$ cat config.mk
export PLATFORM = sky130hd
export DESIGN_NAME = button_event_sequencer
export DESIGN_NICKNAME = d
export VERILOG_FILES = /design/src/rtl/button_event_sequencer.sv
export SDC_FILE = /design/constraint.sdc
export NUM_CORES = 1
export LEC_CHECK = 0
export ABC_AREA = 1
export CORE_MARGIN = 8
export CORE_UTILIZATION = 55
export CTS_CLUSTER_DIAMETER = 120
export DETAILED_ROUTE_END_ITERATION = 12
export PLACE_DENSITY = 0.74
export SYNTH_ARGS = -nofsm -noshare
export SYNTH_HDL_FRONTEND = slang
export SYNTH_SLANG_ARGS = --single-unit
$ cat constraint.sdc
create_clock -name LpcClock -period 2.7 [get_ports LpcClock]
set_input_delay 0.675 -clock LpcClock [delete_from_list [all_inputs] [get_ports LpcClock]]
set_output_delay 0.675 -clock LpcClock [all_outputs]
set_load 0.02 [all_outputs]
$ cat src/rtl/button_event_sequencer.sv
// Debounces the front-panel power and reset buttons into one-cycle press/release interrupt pulses.
// The long power-hold override is built only when BUTTON_LONG_PRESS_EN is defined.
module button_event_sequencer #(
  parameter int TICK_DIV      = 33000,
  parameter int DEBOUNCE_MS   = 16,
  parameter int LONG_PRESS_MS = 4000
) (
  input  logic       LpcClock,
  input  logic       PciReset,
  input  logic       PowerButtonN,
  input  logic       ResetButtonN,
  output logic [3:0] Interrupt,
  output logic [1:0] ButtonLevel,
  output logic       PowerOverride
);

  typedef enum logic [1:0] {
    RELEASED,
    PRESS_DB,
    PRESSED,
    RELEASE_DB
  } state_t;

  localparam int          BTN_RST   = 0;
  localparam int          BTN_PWR   = 1;
  localparam logic [15:0] TICK_LAST = 16'(TICK_DIV - 1);
  localparam logic [7:0]  DB_LAST   = 8'(DEBOUNCE_MS - 1);

  logic [1:0]  sync1_q, sync1_d;
  logic [1:0]  sync2_q, sync2_d;
  logic [1:0]  pressed;
  logic [15:0] tick_cnt_q, tick_cnt_d;
  logic        tick;
  state_t      state_q [2];
  state_t      state_d [2];
  logic [7:0]  db_cnt_q [2];
  logic [7:0]  db_cnt_d [2];
  logic [1:0]  press_evt;
  logic [1:0]  release_evt;
  logic [3:0]  interrupt_q, interrupt_d;

  // Bit 1 carries the power button and bit 0 the reset button throughout.
  always_comb begin
    sync1_d = {PowerButtonN, ResetButtonN};
    sync2_d = sync1_q;
    pressed = ~sync2_q;
  end

  always_comb begin
    tick       = (tick_cnt_q == TICK_LAST);
    tick_cnt_d = tick ? 16'd0 : tick_cnt_q + 16'd1;
  end

  // A level change always wins over a tick arriving in the same cycle.
  always_comb begin
    for (int b = 0; b < 2; b++) begin
      state_d[b]     = state_q[b];
      db_cnt_d[b]    = db_cnt_q[b];
      press_evt[b]   = 1'b0;
      release_evt[b] = 1'b0;
      case (state_q[b])
        RELEASED: begin
          if (pressed[b]) begin
            state_d[b]  = PRESS_DB;
            db_cnt_d[b] = 8'd0;
          end
        end
        PRESS_DB: begin
          if (!pressed[b]) begin
            state_d[b] = RELEASED;
          end else if (tick) begin
            if (db_cnt_q[b] == DB_LAST) begin
              state_d[b]   = PRESSED;
              press_evt[b] = 1'b1;
            end else begin
              db_cnt_d[b] = db_cnt_q[b] + 8'd1;
            end
          end
        end
        PRESSED: begin
          if (!pressed[b]) begin
            state_d[b]  = RELEASE_DB;
            db_cnt_d[b] = 8'd0;
          end
        end
        RELEASE_DB: begin
          if (pressed[b]) begin
            state_d[b] = PRESSED;
          end else if (tick) begin
            if (db_cnt_q[b] == DB_LAST) begin
              state_d[b]     = RELEASED;
              release_evt[b] = 1'b1;
            end else begin
              db_cnt_d[b] = db_cnt_q[b] + 8'd1;
            end
          end
        end
      endcase
    end
    interrupt_d = {press_evt[BTN_PWR], release_evt[BTN_PWR],
                   press_evt[BTN_RST], release_evt[BTN_RST]};
  end

  always_ff @(posedge LpcClock or negedge PciReset) begin
    if (!PciReset) begin
      sync1_q     <= 2'b11;
      sync2_q     <= 2'b11;
      tick_cnt_q  <= 16'd0;
      interrupt_q <= 4'd0;
      for (int b = 0; b < 2; b++) begin
        state_q[b]  <= RELEASED;
        db_cnt_q[b] <= 8'd0;
      end
    end else begin
      sync1_q     <= sync1_d;
      sync2_q     <= sync2_d;
      tick_cnt_q  <= tick_cnt_d;
      interrupt_q <= interrupt_d;
      for (int b = 0; b < 2; b++) begin
        state_q[b]  <= state_d[b];
        db_cnt_q[b] <= db_cnt_d[b];
      end
    end
  end

  always_comb begin
    ButtonLevel = 2'b00;
    for (int b = 0; b < 2; b++) begin
      ButtonLevel[b] = (state_q[b] == PRESSED) || (state_q[b] == RELEASE_DB);
    end
  end

  assign Interrupt = interrupt_q;

`ifdef BUTTON_LONG_PRESS_EN
  localparam logic [11:0] HOLD_MAX = 12'(LONG_PRESS_MS);

  logic [11:0] hold_q, hold_d;
  logic        override_q, override_d;
  logic        pwr_held;
  logic        pwr_enter_pressed;

  // The held guard keeps a stale count from a previous press from firing on re-entry.
  always_comb begin
    pwr_held          = (state_q[BTN_PWR] == PRESSED) || (state_q[BTN_PWR] == RELEASE_DB);
    pwr_enter_pressed = (state_d[BTN_PWR] == PRESSED) && (state_q[BTN_PWR] != PRESSED);
    hold_d            = hold_q;
    if (pwr_enter_pressed) begin
      hold_d = 12'd0;
    end else if (tick && pwr_held && (hold_q != HOLD_MAX)) begin
      hold_d = hold_q + 12'd1;
    end
    override_d = (override_q || (pwr_held && (hold_q == HOLD_MAX))) &&
                 (state_d[BTN_PWR] != RELEASED);
  end

  always_ff @(posedge LpcClock or negedge PciReset) begin
    if (!PciReset) begin
      hold_q     <= 12'd0;
      override_q <= 1'b0;
    end else begin
      hold_q     <= hold_d;
      override_q <= override_d;
    end
  end

  assign PowerOverride = override_q;
`else
  logic unused_long_press;

  assign unused_long_press = |12'(LONG_PRESS_MS);
  assign PowerOverride     = 1'b0;
`endif

endmodule

### Word-level counts from Yosys, hierarchy flattened

Cells that the tools add are included.

| storage, ports and cells | value |
|---|---|
| bits in registers | 44 |
| bits of input ports | 4 |
| output and inout port bits | 7 |
| word-level logic and storage cells | 90 |

| cells by class | value |
|---|---|
| add/subtract/negate cells | 3 |
| equal/unequal tests | 25 |
| mux-type cells | 45 |
| bitwise gates (word level) | 1 |
| reductions and logical operators | 8 |

Operators with widths:

| kind | number |
|---|---|
| 8-bit 2-to-1 mux | 12 |
| 8-bit one-hot mux with 4 select lines | 2 |
| 2-bit 2-to-1 mux | 16 |
| 3-bit != test (second input constant) | 8 |
| 16-bit by 1-bit adder with 16-bit output (second input constant) | 1 |
| 8-bit by 1-bit adder with 8-bit output (second input constant) | 2 |
| 16-bit == test (second input constant) | 1 |
| 8-bit by 4-bit == test with 1-bit output (second input constant) | 2 |
| 16-bit 2-to-1 mux | 1 |
| 2-bit != test (second input constant) | 8 |
| 2-bit one-hot mux with 4 select lines | 2 |
| 1-bit 2-to-1 mux | 12 |
| 6-bit AND reduction | 2 |
| 2-bit == test (second input constant) | 4 |
| 4-bit AND reduction | 2 |
| 2-bit by 1-bit == test with 1-bit output (second input constant) | 2 |
| 2-bit zero test | 2 |
| 1-bit logical OR | 2 |
| 2-bit inverter | 1 |

### Logic depth before layout (Yosys ltp)

| logic depth | value |
|---|---|
| word-level depth | 5 |
| depth in mapped cells | 12 |
| gate-level depth less buffers | 12 |

### Least setup slack after synthesis

Ideal clock, no wire load.

| timing path | value |
|---|---|
| path kind | flip-flop to flip-flop |
| start point | register tick_cnt_q[10] |
| end point | register db_cnt_q[13] (netlist bit) |
| setup time | 126 ps |
| arrival | 1458 ps |
| setup slack | 1116 ps |
| cell stages (with the launch flop) | 8 |
| path buffers | 0 |
| path through | dfrtp_1 or2_1 nor2_1 nand2_1 nor3_4 nand3_2 nand2_2 o21ai_0 |

| on the way | value |
|---|---|
| word-level cells in the longest chain between the ends | 4 |

RTL lines:

| item | RTL line | text |
|---|---|---|
| start, declared | 32 | `logic [15:0] tick_cnt_q, tick_cnt_d;` |
| start signal, assigned | 117 | `tick_cnt_q <= tick_cnt_d;` |
| 16-bit == test * | 50 | `tick = (tick_cnt_q == TICK_LAST);` |
| 8-bit 2-to-1 mux * | -- |  |
| 8-bit 2-to-1 mux, on equally long branches | -- |  |
| 8-bit one-hot mux with 4 select lines * | -- |  |
| end signal, assigned by index | 121 | `db_cnt_q[b] <= db_cnt_d[b];` |
| end, declared | 36 | `logic [7:0] db_cnt_q [2];` |

Mark *: on every way between the ends. The rest lies on a longest branch, timed or not. The select of a mux whose other input is x is not followed.
A chain may end at the register's enable or synchronous reset.

==> flow_metrics.env <==
export IMPL_antenna_found_initial=0
export IMPL_pin_count=11
export IMPL_hpwl_mm=3.21
export IMPL_portBuffers=9
export IMPL_drc=0
export IMPL_drive_above_1_share_pct=5.73
export IMPL_netlist_area_sq_um=2310
export IMPL_synthesis_nets=306
export IMPL_reg2reg_to="db_cnt_q[5]"
export IMPL_final_cell_count_no_fill=364
export IMPL_outcome="finished, final reports clean"
export IMPL_finalClockSkew_ns=0.00295
export IMPL_maxSlewHeadroom_pct=64.2
export IMPL_cap_violations=0
export IMPL_coreArea_sq_um=4030
export IMPL_whs_path_depth=0
export IMPL_wl_per_cell_um=12.3
export IMPL_postCtsSetupBuffers=0
export IMPL_place_congestion=0.904
export IMPL_cp_max_fo=6
export IMPL_place_inst=356
export IMPL_setup_violations=0
export IMPL_cellLeakagePower_nw=1.21
export IMPL_holdBufCountCts=0
export IMPL_worst_pin_slew_ns=0.536
export IMPL_holdCritStartpoint="sync1_q[1]"
export IMPL_rsz0062_at_grt="false"
export IMPL_crit_chain="clkdlybuf4s50_1"
export IMPL_syn_to_final_growth_pct=10.7
export IMPL_hp_class="reg -> reg"
export IMPL_start_util_pct=57.3
export IMPL_synth_area_top_cells="dfrtp_1 (43%), nand2_1 (13%), nor2_1 (8.0%), inv_1 (5.2%), nand3_1 (5.0%)"
export IMPL_r2r_start="tick_cnt_q[0]"
export IMPL_cts_path_max_buffers=2
export IMPL_rows=23
export IMPL_clkSlewWorstSetupHoldPaths_ns=0.08
export IMPL_slowest_stage="clkdlybuf4s50_1"
export IMPL_ys_seq_area_share_pct=47.9
export IMPL_synth_avg_cell_area_sq_um=7.72
export IMPL_slew_violations=0
export IMPL_fmax_mhz=480
export IMPL_p_per_area_nw_per_um2=565
export IMPL_die_area_sq_um=6520
export IMPL_grt_pass1_vias=1750
export IMPL_cpLargestDelayFamily="buffers and inverters"
export IMPL_cp_arrival_ns=1.41
export IMPL_totalWireLength_mm=4.48
export IMPL_regToRegSetupSlack_ns=0.86
export IMPL_cts_buffers=5
export IMPL_crit_buf_inv=1
export IMPL_final_cell_mix="nand2_1 (79), nor2_1 (49), dfrtp_1 (40), inv_1 (32), nand3_1 (23)"
export IMPL_die_h_um=80.8
export IMPL_nNetsFinal=320
export IMPL_ys_ff_latch=44
export IMPL_syn_inst=299
export IMPL_crit_type="reg -> out"
export IMPL_cts_root_buf="clkbuf_8"
export IMPL_cts_sinks=44
export IMPL_grt_max_degree=45
export IMPL_yosys_area_top_type_share_pct=43.4
export IMPL_overflow=0
export IMPL_tns_ns=0
export IMPL_n_antenna_cell=0
export IMPL_cts_htree_levels=2
export IMPL_ys_types=27
export IMPL_post_route_period_util_pct=77.1
export IMPL_cts_tree="done"
export IMPL_hold_end="sync2_q[1]"
export IMPL_firstDrtPassIters=4
export IMPL_clkLatencyLatePin_ns=0.29
export IMPL_fin_crit_ns=2.08
export IMPL_antenna_left=0
export IMPL_yosys_warnings=0
export IMPL_crit_path_max_incr_delay_ns=0.65
export IMPL_grt_pass1_wl_mm=7.81
export IMPL_worstSetupEndpointType="output port"
export IMPL_grt_use_total_pct=15.1
export IMPL_placed_area_sq_um=2450
export IMPL_cp_start_kind="flop"
export IMPL_hold_ws_ns=0.360
export IMPL_synth_top_cell_by_area="dfrtp_1"
export IMPL_peakVddDrop_v=0.000411
export IMPL_cts_resized=0
export IMPL_setup_ws_ns=0.617
export IMPL_drt_iter0_drc=115
export IMPL_fin_area_sq_um=2550
export IMPL_crit_required_ns=2.03
export IMPL_pre_cts_slack_ns=0.846
export IMPL_num_vias=1912
export IMPL_final_common_cell="nand2_1"
export IMPL_final_hold_viol_count=0
export IMPL_rr_worst_depth=8
export IMPL_die_width_um=80.8
export IMPL_vias_per_cell=5.25
-- cell usage after synthesis --
cell      instances
nand3_1          23
nand2_2           1
o221ai_1          1
o21ai_0          13
nor3b_1           1
dfstp_2           4
nand3_2           1
nor2_1           49
nand3b_2          1
xnor2_1           7
clkbuf_1          2
buf_4             1
xor2_1            8
a21oi_1           8
nor4_1            1
or2_1             1
conb_1            1
clkinv_1          1
nor3_1           11
dfrtp_1          40
nand4_1           7
nand2_4           1
ha_1              3
inv_1            32
nor3_4            1
nand2_1          79
and2_1            1
-- metal layers --
metal | wire length [um] | global-route usage, % | part of all wire [%] | up-vias
met4 | 85 | 6.43 | 1.9 | 0
li1 | - | - | - | 980
met1 | 2160 | 19.5 | 48 | 880
met5 | 0 | 0 | 0 | -
met2 | 1990 | 23.1 | 44 | 41
met3 | 245 | 4.42 | 5.5 | 11
-- final cells by class --
cell class                      instances  area (sq um)
Clock inverter                          2          35.0
Inverter                               33           124
Sequential cell                        44          1110
Clock buffer                            6          72.6
Timing Repair Buffer                   10          92.6
Multi-Input combinational cell        219          1060
Fill cell                             366          1470
Tap cell                               50          62.6
-- worst max path at each step --
stage / from / slack [ns] / cells past startpoint / end
after floorplan: tick_cnt_q[10] / 1.12 / 7 / db_cnt_q[13]
after global placement: flop / 0.95 / 1 / ButtonLevel[1]
after detailed placement: tick_cnt_q[0] / 0.85 / 8 / db_cnt_q[10]
after CTS: flop / 0.61 / 1 / ButtonLevel[1]
after global routing: flop / 0.56 / 1 / ButtonLevel[1]
final: flop / 0.62 / 1 / ButtonLevel[1]
-- where the power goes --
part / leakage [nW] / total [mW] / switching (mW) / internal (mW)
Clock: 0.0552 / 0.491 / 0.217 / 0.275
Combinational: 0.573 / 0.225 / 0.155 / 0.0699
Sequential: 0.578 / 0.728 / 0.0390 / 0.689
Total: 1.21 / 1.44 / 0.411 / 1.03
-- per-stage QoR --
stage / utilization (%) / power [mW]
floorplan: - / 0.896
global placement: 60.7 / 0.961
global route: 63.4 / 1.53
detailed placement: 60.7 / 0.966
finish: 63.4 / 1.44
CTS: 63.4 / 1.46
-- state kept, by name, indices dropped and copies added (netlist names), named ones only --
| register | cells |
|---|---|
| db_cnt_q | 16 |
| tick_cnt_q | 16 |
| Interrupt | 4 |
| state_q | 2 |
| sync1_q | 2 |
| sync2_q | 2 |
-- cells by family after synthesis --
logic type,share of synthesized area (%)
xor+xnor,5.69
flops,47.9
other cells,0.163
buf+inv,6.02
simple gates,33.6
fa+ha+maj,1.63
compound gates,4.93
No activity file was read; power rests on OpenSTA's default activity.
